File: src/rtl/sram_burst_arbiter.sv
// Two-requester burst arbiter/sequencer owning a single-port synchronous SRAM.
// Latency: arbitration cycle, then one beat per cycle; read data one cycle after its beat.
// Backpressure: none; requests sampled only in IDLE, one IDLE bubble between bursts.
// Optional feature: define SRAM_BURST_ARBITER_RR_EN for round-robin contention,
// otherwise port 0 has fixed priority.
module sram_burst_arbiter #(
    parameter int ADDR_W = 9,
    parameter int DATA_W = 8,
    parameter int LEN_W  = 4
) (
    input  logic              clk,
    input  logic              rst,
    input  logic              p0_req,
    input  logic              p0_we,
    input  logic [ADDR_W-1:0] p0_addr,
    input  logic [LEN_W-1:0]  p0_len,
    input  logic [DATA_W-1:0] p0_wdata,
    output logic              p0_gnt,
    output logic              p0_beat,
    output logic              p0_rvalid,
    output logic [DATA_W-1:0] p0_rdata,
    input  logic              p1_req,
    input  logic              p1_we,
    input  logic [ADDR_W-1:0] p1_addr,
    input  logic [LEN_W-1:0]  p1_len,
    input  logic [DATA_W-1:0] p1_wdata,
    output logic              p1_gnt,
    output logic              p1_beat,
    output logic              p1_rvalid,
    output logic [DATA_W-1:0] p1_rdata,
    output logic              mem_en,
    output logic              mem_we,
    output logic [ADDR_W-1:0] mem_addr,
    output logic [DATA_W-1:0] mem_wdata,
    input  logic [DATA_W-1:0] mem_rdata
);

    typedef enum logic {IDLE, BURST} state_t;

    state_t             state;
    state_t             state_nxt;
    logic               cur_we;
    logic [ADDR_W-1:0]  cur_addr;
    logic [LEN_W-1:0]   cnt;
    logic               owner;
    logic               any_req;
    logic               winner;
    logic               grant;
    logic               last_beat;

    assign any_req   = p0_req | p1_req;
    assign grant     = (state == IDLE) && any_req;
    assign last_beat = (state == BURST) && (cnt == '0);

`ifdef SRAM_BURST_ARBITER_RR_EN
    logic last_owner;

    // On contention the port that did not win last time goes next.
    assign winner = (p0_req && p1_req) ? ~last_owner : ~p0_req;

    // Remember the most recent grant for the round-robin decision.
    always_ff @(posedge clk or posedge rst) begin
        if (rst) begin
            last_owner <= 1'b1;
        end else if (grant) begin
            last_owner <= winner;
        end
    end
`else
    // Port 0 wins whenever it is requesting.
    assign winner = ~p0_req;
`endif

    // FSM state register.
    always_ff @(posedge clk or posedge rst) begin
        if (rst) begin
            state <= IDLE;
        end else begin
            state <= state_nxt;
        end
    end

    // Next state and the combinational SRAM/beat outputs; IDLE drives all zeros.
    always_comb begin
        state_nxt = state;
        mem_en    = 1'b0;
        mem_we    = 1'b0;
        mem_addr  = '0;
        mem_wdata = '0;
        p0_beat   = 1'b0;
        p1_beat   = 1'b0;
        case (state)
            IDLE: begin
                if (any_req) begin
                    state_nxt = BURST;
                end
            end
            BURST: begin
                mem_en   = 1'b1;
                mem_we   = cur_we;
                mem_addr = cur_addr;
                if (cur_we) begin
                    mem_wdata = owner ? p1_wdata : p0_wdata;
                end
                p0_beat = ~owner;
                p1_beat = owner;
                if (cnt == '0) begin
                    state_nxt = IDLE;
                end
            end
            default: state_nxt = IDLE;
        endcase
    end

    // Burst descriptor: latched at grant, then address steps up and count steps down per beat.
    always_ff @(posedge clk or posedge rst) begin
        if (rst) begin
            cur_we   <= 1'b0;
            cur_addr <= '0;
            cnt      <= '0;
            owner    <= 1'b0;
        end else if (grant) begin
            cur_we   <= winner ? p1_we   : p0_we;
            cur_addr <= winner ? p1_addr : p0_addr;
            cnt      <= winner ? p1_len  : p0_len;
            owner    <= winner;
        end else if (state == BURST) begin
            cur_addr <= cur_addr + 1'b1;
            cnt      <= cnt - 1'b1;
        end
    end

    // Grants rise with entry to BURST and fall after the last beat.
    always_ff @(posedge clk or posedge rst) begin
        if (rst) begin
            p0_gnt <= 1'b0;
            p1_gnt <= 1'b0;
        end else if (grant) begin
            p0_gnt <= ~winner;
            p1_gnt <= winner;
        end else if (last_beat) begin
            p0_gnt <= 1'b0;
            p1_gnt <= 1'b0;
        end
    end

    // Read-valid flags trail each read beat by one cycle, matching SRAM latency.
    always_ff @(posedge clk or posedge rst) begin
        if (rst) begin
            p0_rvalid <= 1'b0;
            p1_rvalid <= 1'b0;
        end else begin
            p0_rvalid <= (state == BURST) && !cur_we && !owner;
            p1_rvalid <= (state == BURST) && !cur_we && owner;
        end
    end

    assign p0_rdata = p0_rvalid ? mem_rdata : '0;
    assign p1_rdata = p1_rvalid ? mem_rdata : '0;

endmodule
File: config.mk
export PLATFORM = sky130hd
export DESIGN_NAME = sram_burst_arbiter
export DESIGN_NICKNAME = d
export VERILOG_FILES = /design/src/rtl/sram_burst_arbiter.sv
export SDC_FILE = /design/constraint.sdc
export NUM_CORES = 1
export LEC_CHECK = 0
export BUFFER_PORTS_ARGS = -buffer_cell sky130_fd_sc_hd__buf_4
export CAP_MARGIN = 20
export CORE_MARGIN = 10
export CORE_UTILIZATION = 46
export CTS_CLUSTER_DIAMETER = 50
export DETAILED_ROUTE_END_ITERATION = 8
export HOLD_SLACK_MARGIN = 0.12
export PLACE_DENSITY = 0.95
export SLEW_MARGIN = 20
export SYNTH_ARGS = -nofsm -noshare
export SYNTH_HDL_FRONTEND = slang
export SYNTH_SLANG_ARGS = --single-unit
File: constraint.sdc
create_clock -name clk -period 3.76 [get_ports clk]
set_input_delay 0.188 -clock clk [delete_from_list [all_inputs] [get_ports clk]]
set_output_delay 0.188 -clock clk [all_outputs]
set_load 0.03 [all_outputs]
Word-level counts from Yosys, hierarchy flattened
Cells that the tools add are included. W data, S select, Z words.

Register bits: 20. Input port bits: 56. Output and inout port bits: 41. Logic and storage cells: 48.

Add/subtract/negate cells: 2. Muxes and demuxes: 23. Bitwise operators: 4. Reductions and logical operators: 10.

Operators with widths (count): $mux W8 (5); $mux W9 (4); $mux W4 (3); $mux W1 (10); $add A9 B1 Y9 const B (1); $logic_and A1 B1 Y1 (5); $logic_not A4 Y1 (1); $reduce_bool A2 Y1 (2); $sub A4 B1 Y4 const B (1); $not A1 Y1 (3); $logic_not A1 Y1 (2); $pmux W1 S2 (1); $or A1 B1 Y1 (1).

Longest topological paths before layout
Gate-level depths: netlist of run 1.

Word-level depth: 4. Depth in mapped cells: 6. Gate-level depth less buffers: 6.

Worst setup path before layout of run 1
OpenSTA, ideal clock, no wires.

Path type: register to output. Start: register state. End: output mem_wdata[0]. Arrival: 1.634 ns. Data required time: 3.572 ns. Path slack: 1.938 ns. Stages on the path, launching flop included: 5. Path buffers: 2. Path through: dfrtp_1 -> clkbuf_8 -> clkbuf_1 -> nand2_1 -> nor2_1.

Longest elaborated chain between the ends: 1.

Ends and longest elaborated chain: from (decl) (line 40) `state_t state;`; from (signal assigned) (line 79) `state <= state_nxt;`; $mux W8 (line 92) `case (state)`; to (decl) (line 34) `output logic [DATA_W-1:0] mem_wdata,`.

No other way between the ends.

Worst setup path in the final report of run 1
Start: register state. End: output mem_wdata[6].

Same word-level chain as after synthesis.

==> run summary, run 1 <==
status: complete, no violations
reg-to-reg endpoint: cur_addr[6]
EDFF count, synth: 0
setup violators final: 0
crit end category: primary output
post-synth top area share: 32.7%
CP Launch Point: state
total area of sequential cells: 500 um^2
Post-Synthesis Cells: 181
critical path startpoint category: register
routed wire length per instance: 15.6 um
Setup TNS: 0 ns
post-synth top area cell: dfrtp_1
die height: 77.7 um
first-pass GRT wire length: 8000 um
Final HPWL DP: 4000 um
number of global-route vias before repair: 1,646
Slew Viols, Final: 0
WHS: 0.161 ns
Final ANT Viol Nets: 0
Post-route DRC: 0
core area: 0.00313 mm^2
worst min-delay path category: in2reg
starting density of the core: 49.0%
VDD IR max: 583 uV
syn nets: 239
Max Cap Viol: 0
row count: 20
Die Wd: 77.7 um
RSZ-0062 raised after global routing: no
fillers: 273
layout cell share with drive strength beyond 1: 40.0%
WL final: 4910 um
Worst-Skew Late Latency: 0.30 ns
count leader, synth: and2_1
clock transition at the registers of the reported paths: 0.11 ns
post-layout util: 72.1%
Critical Path AT: 2.20 ns
Post-DP Area: 0.00222 mm^2
GRT Overall Usage: 15.6%
fin crit period: 2.39 ns
Power Internal: 893 uW
total CTS buffers: 3
Synth Flop Type: dfrtp_1
Slew HR: 28.2%
grt ovf: 0
CTS tree: built
Final Cycle Share: 63.5%
final net count: 330
Sw Ratio: 51.1%
die area: 0.00604 mm^2
largest net degree at the start of global routing: 41
pwr dens: 811 mW/mm^2
kind of critical path: reg2out
fraction of registers with async set/reset: 100%
DR vias: 1,582
antenna cell count: 0
CTS root buffer: clkbuf_4
Post-Layout Inst Area: 0.00225 mm^2
Slew @ Worst Pin: 1.08 ns
top cells by area, synth: dfrtp_1, and2_1, mux2i_1
clock network power share: 5.5%
vias per inst: 5.04
reg2reg start: state
I/O pin count: 97
CTS max path bufs: 2
WP data required: 3.57 ns
Worst Clk Skew: 0.00768 ns
Peak Freq: 419 MHz
post-synthesis sequential area ratio: 32.7%
flops & latches, synth: 20
top cells by count, synth: and2_1, dfrtp_1, inv_1
synth warn: 0
I/O Buffers: 96
Reg power frac: 27.8%
LEAKAGE: 1.19 nW
Final Hold Vio Count: 0
Netlist cell types: 44
routability cong.: 0.849
drt pass-1 iters: 4
H-Tree Depth: 1
cell area after synthesis: 0.00153 mm^2
Avg Cell Area, Syn: 8.47 um^2
R2R Setup Slk: 1.63 ns
# clock sinks: 20
initial drt markers: 83
crit path capture: mem_wdata[6]
initial antenna violation count: 0
Comb pwr share: 66.7%
P_sw: 934 uW
Layout area overhead: 47.1%
R2R cell count: 3
multi-input logic area: 875 um^2
CP max FO: 40
cell depth of the worst min-delay path: 3
==> per-stage QoR <==
step	worst slack, ns	total power, mW	std cells
2_1_floorplan	1.94	1.31	181
3_3_place_gp	1.80	1.71	310
3_5_place_dp	1.67	1.75	310
4_1_cts	1.38	1.85	314
5_1_grt	1.17	1.97	314
6_report	1.37	1.83	314
==> power by group through the flow <==
stage	Clock [mW]	Sequential (mW)	Combinational, mW
after floorplan	0	0.466	0.843
after global placement	0	0.502	1.21
after detailed placement	0	0.511	1.23
after CTS	0.104	0.508	1.24
after global routing	0.115	0.531	1.32
final	0.100	0.508	1.22
==> cell usage in the layout, fill, tap and decap left out, types with 2 or more instances in the layout <==
cell / netlist / layout
mux2i_1: 13 / 13
a221o_2: 2 / 2
nor2_1: 13 / 13
a211oi_1: 3 / 3
o21ai_0: 6 / 6
o211ai_1: 2 / 2
nand2_1: 12 / 12
a22oi_1: 2 / 2
dfrtp_1: 20 / 20
clkbuf_4: 0 / 3
o2bb2a_1: 2 / 2
inv_1: 19 / 19
and2_1: 26 / 26
a221oi_1: 2 / 2
ha_1: 2 / 2
o21bai_1: 2 / 2
xnor2_1: 2 / 2
nand3_1: 5 / 5
o22ai_1: 3 / 3
a21oi_1: 13 / 13
nor3_1: 2 / 2
buf_4: 0 / 96
==> how the worst min path moves through the flow <==
| stage | to | slack, ns | from |
|---|---|---|---|
| CTS | cur_addr[3] | 0.16 | p0_addr[3] |
| global route | cnt[3] | 0.14 | p0_len[3] |
| floorplan | cnt[0] | 0.15 | rst |
| finish | cur_addr[3] | 0.16 | p0_addr[3] |
| global placement | p1_gnt | 0.37 | rst |
| detailed placement | cur_we | 0.37 | rst |
==> critical path, cell delays in order (launching register included) <==
cell and delay, ns:
dfrtp_1 1.07, nand2_1 0.42, nor2_1 0.22, buf_4 0.19
==> area by class of cell <==
type / instances / share of cell area [%]
clock buffer: 3 / 0.999
inverter: 19 / 3.16
multi-input combinational: 131 / 38.8
sequential: 20 / 22.2
tap: 44 / 2.44
timing repair buffer: 97 / 32.4
==> registers in the layout, indices dropped and copies added, names as in the netlist <==
signal,count
state,1
p1_gnt,1
cur_addr,9
p0_rvalid,1
cur_we,1
owner,1
p1_rvalid,1
p0_gnt,1
cnt,4
==> layer usage <==
| layer | wire [um] | up-vias | GRT usage (%) |
|---|---|---|---|
| li1 | - | 800 | - |
| met1 | 1850 | 725 | 16.6 |
| met2 | 2710 | 52 | 29.4 |
| met3 | 293 | 5 | 4.03 |
| met4 | 48 | 0 | 4.38 |
| met5 | 0 | - | 0 |
==> logic make-up after synthesis <==
logic type / share of synthesized area, %
fa+ha+maj: 1.63
buf+inv: 10.3
mux: 8.49
xor+xnor: 1.71
flops: 32.7
compound gates: 21.3
simple gates: 23.9
==> timing repair <==
item,4_1_cts,5_1_grt
buffers inserted,0,0
endpoints found under the hold margin,20,0
hold buffers,1,0
gates resized for setup,0,0
Note: power is estimated with default switching activity, not from simulation.
==> run 2: changes to the inputs <==
--- a/config.mk
+++ b/config.mk
@@ -8,11 +8,11 @@
 export BUFFER_PORTS_ARGS = -buffer_cell sky130_fd_sc_hd__buf_4
 export CAP_MARGIN = 20
 export CORE_MARGIN = 10
-export CORE_UTILIZATION = 46
+export CORE_UTILIZATION = 43
 export CTS_CLUSTER_DIAMETER = 50
 export DETAILED_ROUTE_END_ITERATION = 8
 export HOLD_SLACK_MARGIN = 0.12
-export PLACE_DENSITY = 0.95
+export PLACE_DENSITY = 0.93
 export SLEW_MARGIN = 20
 export SYNTH_ARGS = -nofsm -noshare
 export SYNTH_HDL_FRONTEND = slang
==> constraint.sdc (replaced) <==
create_clock -name clk -period 2.32 [get_ports clk]
set_input_delay 0.116 -clock clk [delete_from_list [all_inputs] [get_ports clk]]
set_output_delay 0.116 -clock clk [all_outputs]
set_load 0.03 [all_outputs]
==> run 2 against run 1 <==
  * Clock skew down 0.0068 ns
  * Clock power grew to 2.9 times the previous value
  * Sequential share of layout area down 0.94 points
  * Sequential cell count did not move
  * Total power increased by 72%
  * Combinational power rose by 68%
  * Hold slack worse by 0.053 ns
  * Critical path type unchanged
  * Critical endpoint is now mem_wdata[4]
==> run summary, run 2 (same netlist as run 1, synthesis figures left out) <==
status: complete, no violations
max reg flops: 9
post-layout util: 69.5%
vias per inst: 5.11
total CTS buffers: 3
Worst-Skew Late Latency: 0.31 ns
postcts setup bufs: 0
fin crit period: 1.92 ns
Comb pwr share: 65.2%
number of global-route vias before repair: 1,634
Max Cap Viol: 0
routed wire length per instance: 16.0 um
Post-DP Area: 0.00223 mm^2
Critical Path AT: 1.81 ns
WP data required: 2.20 ns
final net count: 337
clock network power share: 9.3%
starting density of the core: 45.2%
GRT Overall Usage: 15.0%
Layout area overhead: 53.6%
commonest non-fill, non-tap cell in the layout: buf_4
crit end category: primary output
kind of critical path: reg2out
setup violators final: 0
Setup TNS: 0 ns
worst min-delay path category: in2reg
first-pass GRT wire length: 7890 um
Final Cycle Share: 83.0%
Post-Layout Inst Area: 0.00235 mm^2
critical path startpoint category: register
Power Internal: 1.59 mW
H-Tree Depth: 1
Slew HR: 47.6%
Largest regs: cur_addr x9, cnt x4
P_sw: 1.55 mW
initial antenna violation count: 0
grt ovf: 0
CTS tree: built
Peak Freq: 519 MHz
layout cell share with drive strength beyond 1: 39.6%
row count: 21
initial drt markers: 145
I/O pin count: 97
Post-CTS Resized: 0
Final ANT Viol Nets: 0
LEAKAGE: 1.23 nW
Worst Clk Skew: 0.000920 ns
clock transition at the registers of the reported paths: 0.12 ns
pwr dens: 1330 mW/mm^2
Slew Viols, Final: 0
CTS root buffer: clkbuf_4
Slew @ Worst Pin: 0.786 ns
core area: 0.00339 mm^2
die area: 0.00635 mm^2
DR vias: 1,655
Final HPWL DP: 4120 um
WL final: 5200 um
Sw Ratio: 49.5%
routability cong.: 0.789
Die Wd: 79.7 um
CP max FO: 21
I/O Buffers: 96
RSZ-0062 raised after global routing: no
CTS max path bufs: 2
antenna cell count: 0
# clock sinks: 20
drt pass-1 iters: 4
Post-route DRC: 0
pre-CTS WS: 0.637 ns
VDD IR max: 619 uV
largest net degree at the start of global routing: 24
Final WS setup: 0.395 ns
die height: 79.7 um
Final Hold Vio Count: 0
most frequent cells in the layout: buf_4, and2_1, dfrtp_1
Largest Register: cur_addr
Reg power frac: 25.5%
run 2: cell count changes in the layout (fill, tap and decap cells not counted):
cell,delta
bufinv_16,+1
buf_4,+1
dlygate4sd3_1,+6
run 2: critical path, cell delays in order, from the launching register on:
cell     delay (ns)
dfrtp_1        0.77
nand2_1        0.36
nor2_1         0.19
buf_4          0.18
run 2: final cells by class:
class,instances,area [um^2]
fill,249,1030
multi-input combinational,131,875
timing repair buffer,104,798
sequential,20,500
inverter,19,71.3
tap,46,57.6
clock inverter,1,30.0
clock buffer,3,22.5
run 2: path summary, 6_finish.rpt:
kind | start | endpoint | slack [ns] | cells after the start
hold reg to reg | cur_we | p0_rvalid | 0.49 | 1
hold / removal | p1_we | cur_we | 0.11 | 3
setup / recovery | state | mem_wdata[4] | 0.40 | 3
min in group asynchronous | rst | p0_gnt | 0.49 | 3
setup reg to reg | state | cur_addr[6] | 0.57 | 3
max in group asynchronous | rst | owner | 1.35 | 3
run 2: power by group through the flow:
stage | Combinational, mW | Sequential [mW] | Clock (mW)
floorplan | 1.37 | 0.755 | 0
global placement | 1.99 | 0.794 | 0
CTS | 2.07 | 0.795 | 0.292
finish | 2.05 | 0.803 | 0.292
detailed placement | 2.03 | 0.801 | 0
global route | 2.20 | 0.836 | 0.304
run 2: metal layers:
metal | routed length, um | track usage [%]
met5 | 0 | 0
met4 | 73 | 3.41
met2 | 2870 | 27.4
met3 | 321 | 3.94
met1 | 1930 | 16.7
run 2: repair_timing:
item / in CTS / in global routing
hold buffers: 7 / 0
hold endpoints to repair: 25 / 0
endpoints found under the setup margin: 0 / 0
run 2: stage by stage:
step / std cells / power [mW] / hold slack, ns
detailed placement: 313 / 2.83 / 0.303
finish: 324 / 3.14 / 0.108
global route: 324 / 3.34 / 0.122
CTS: 324 / 3.15 / 0.124
floorplan: 181 / 2.12 / 0.0798
global placement: 313 / 2.78 / 0.285
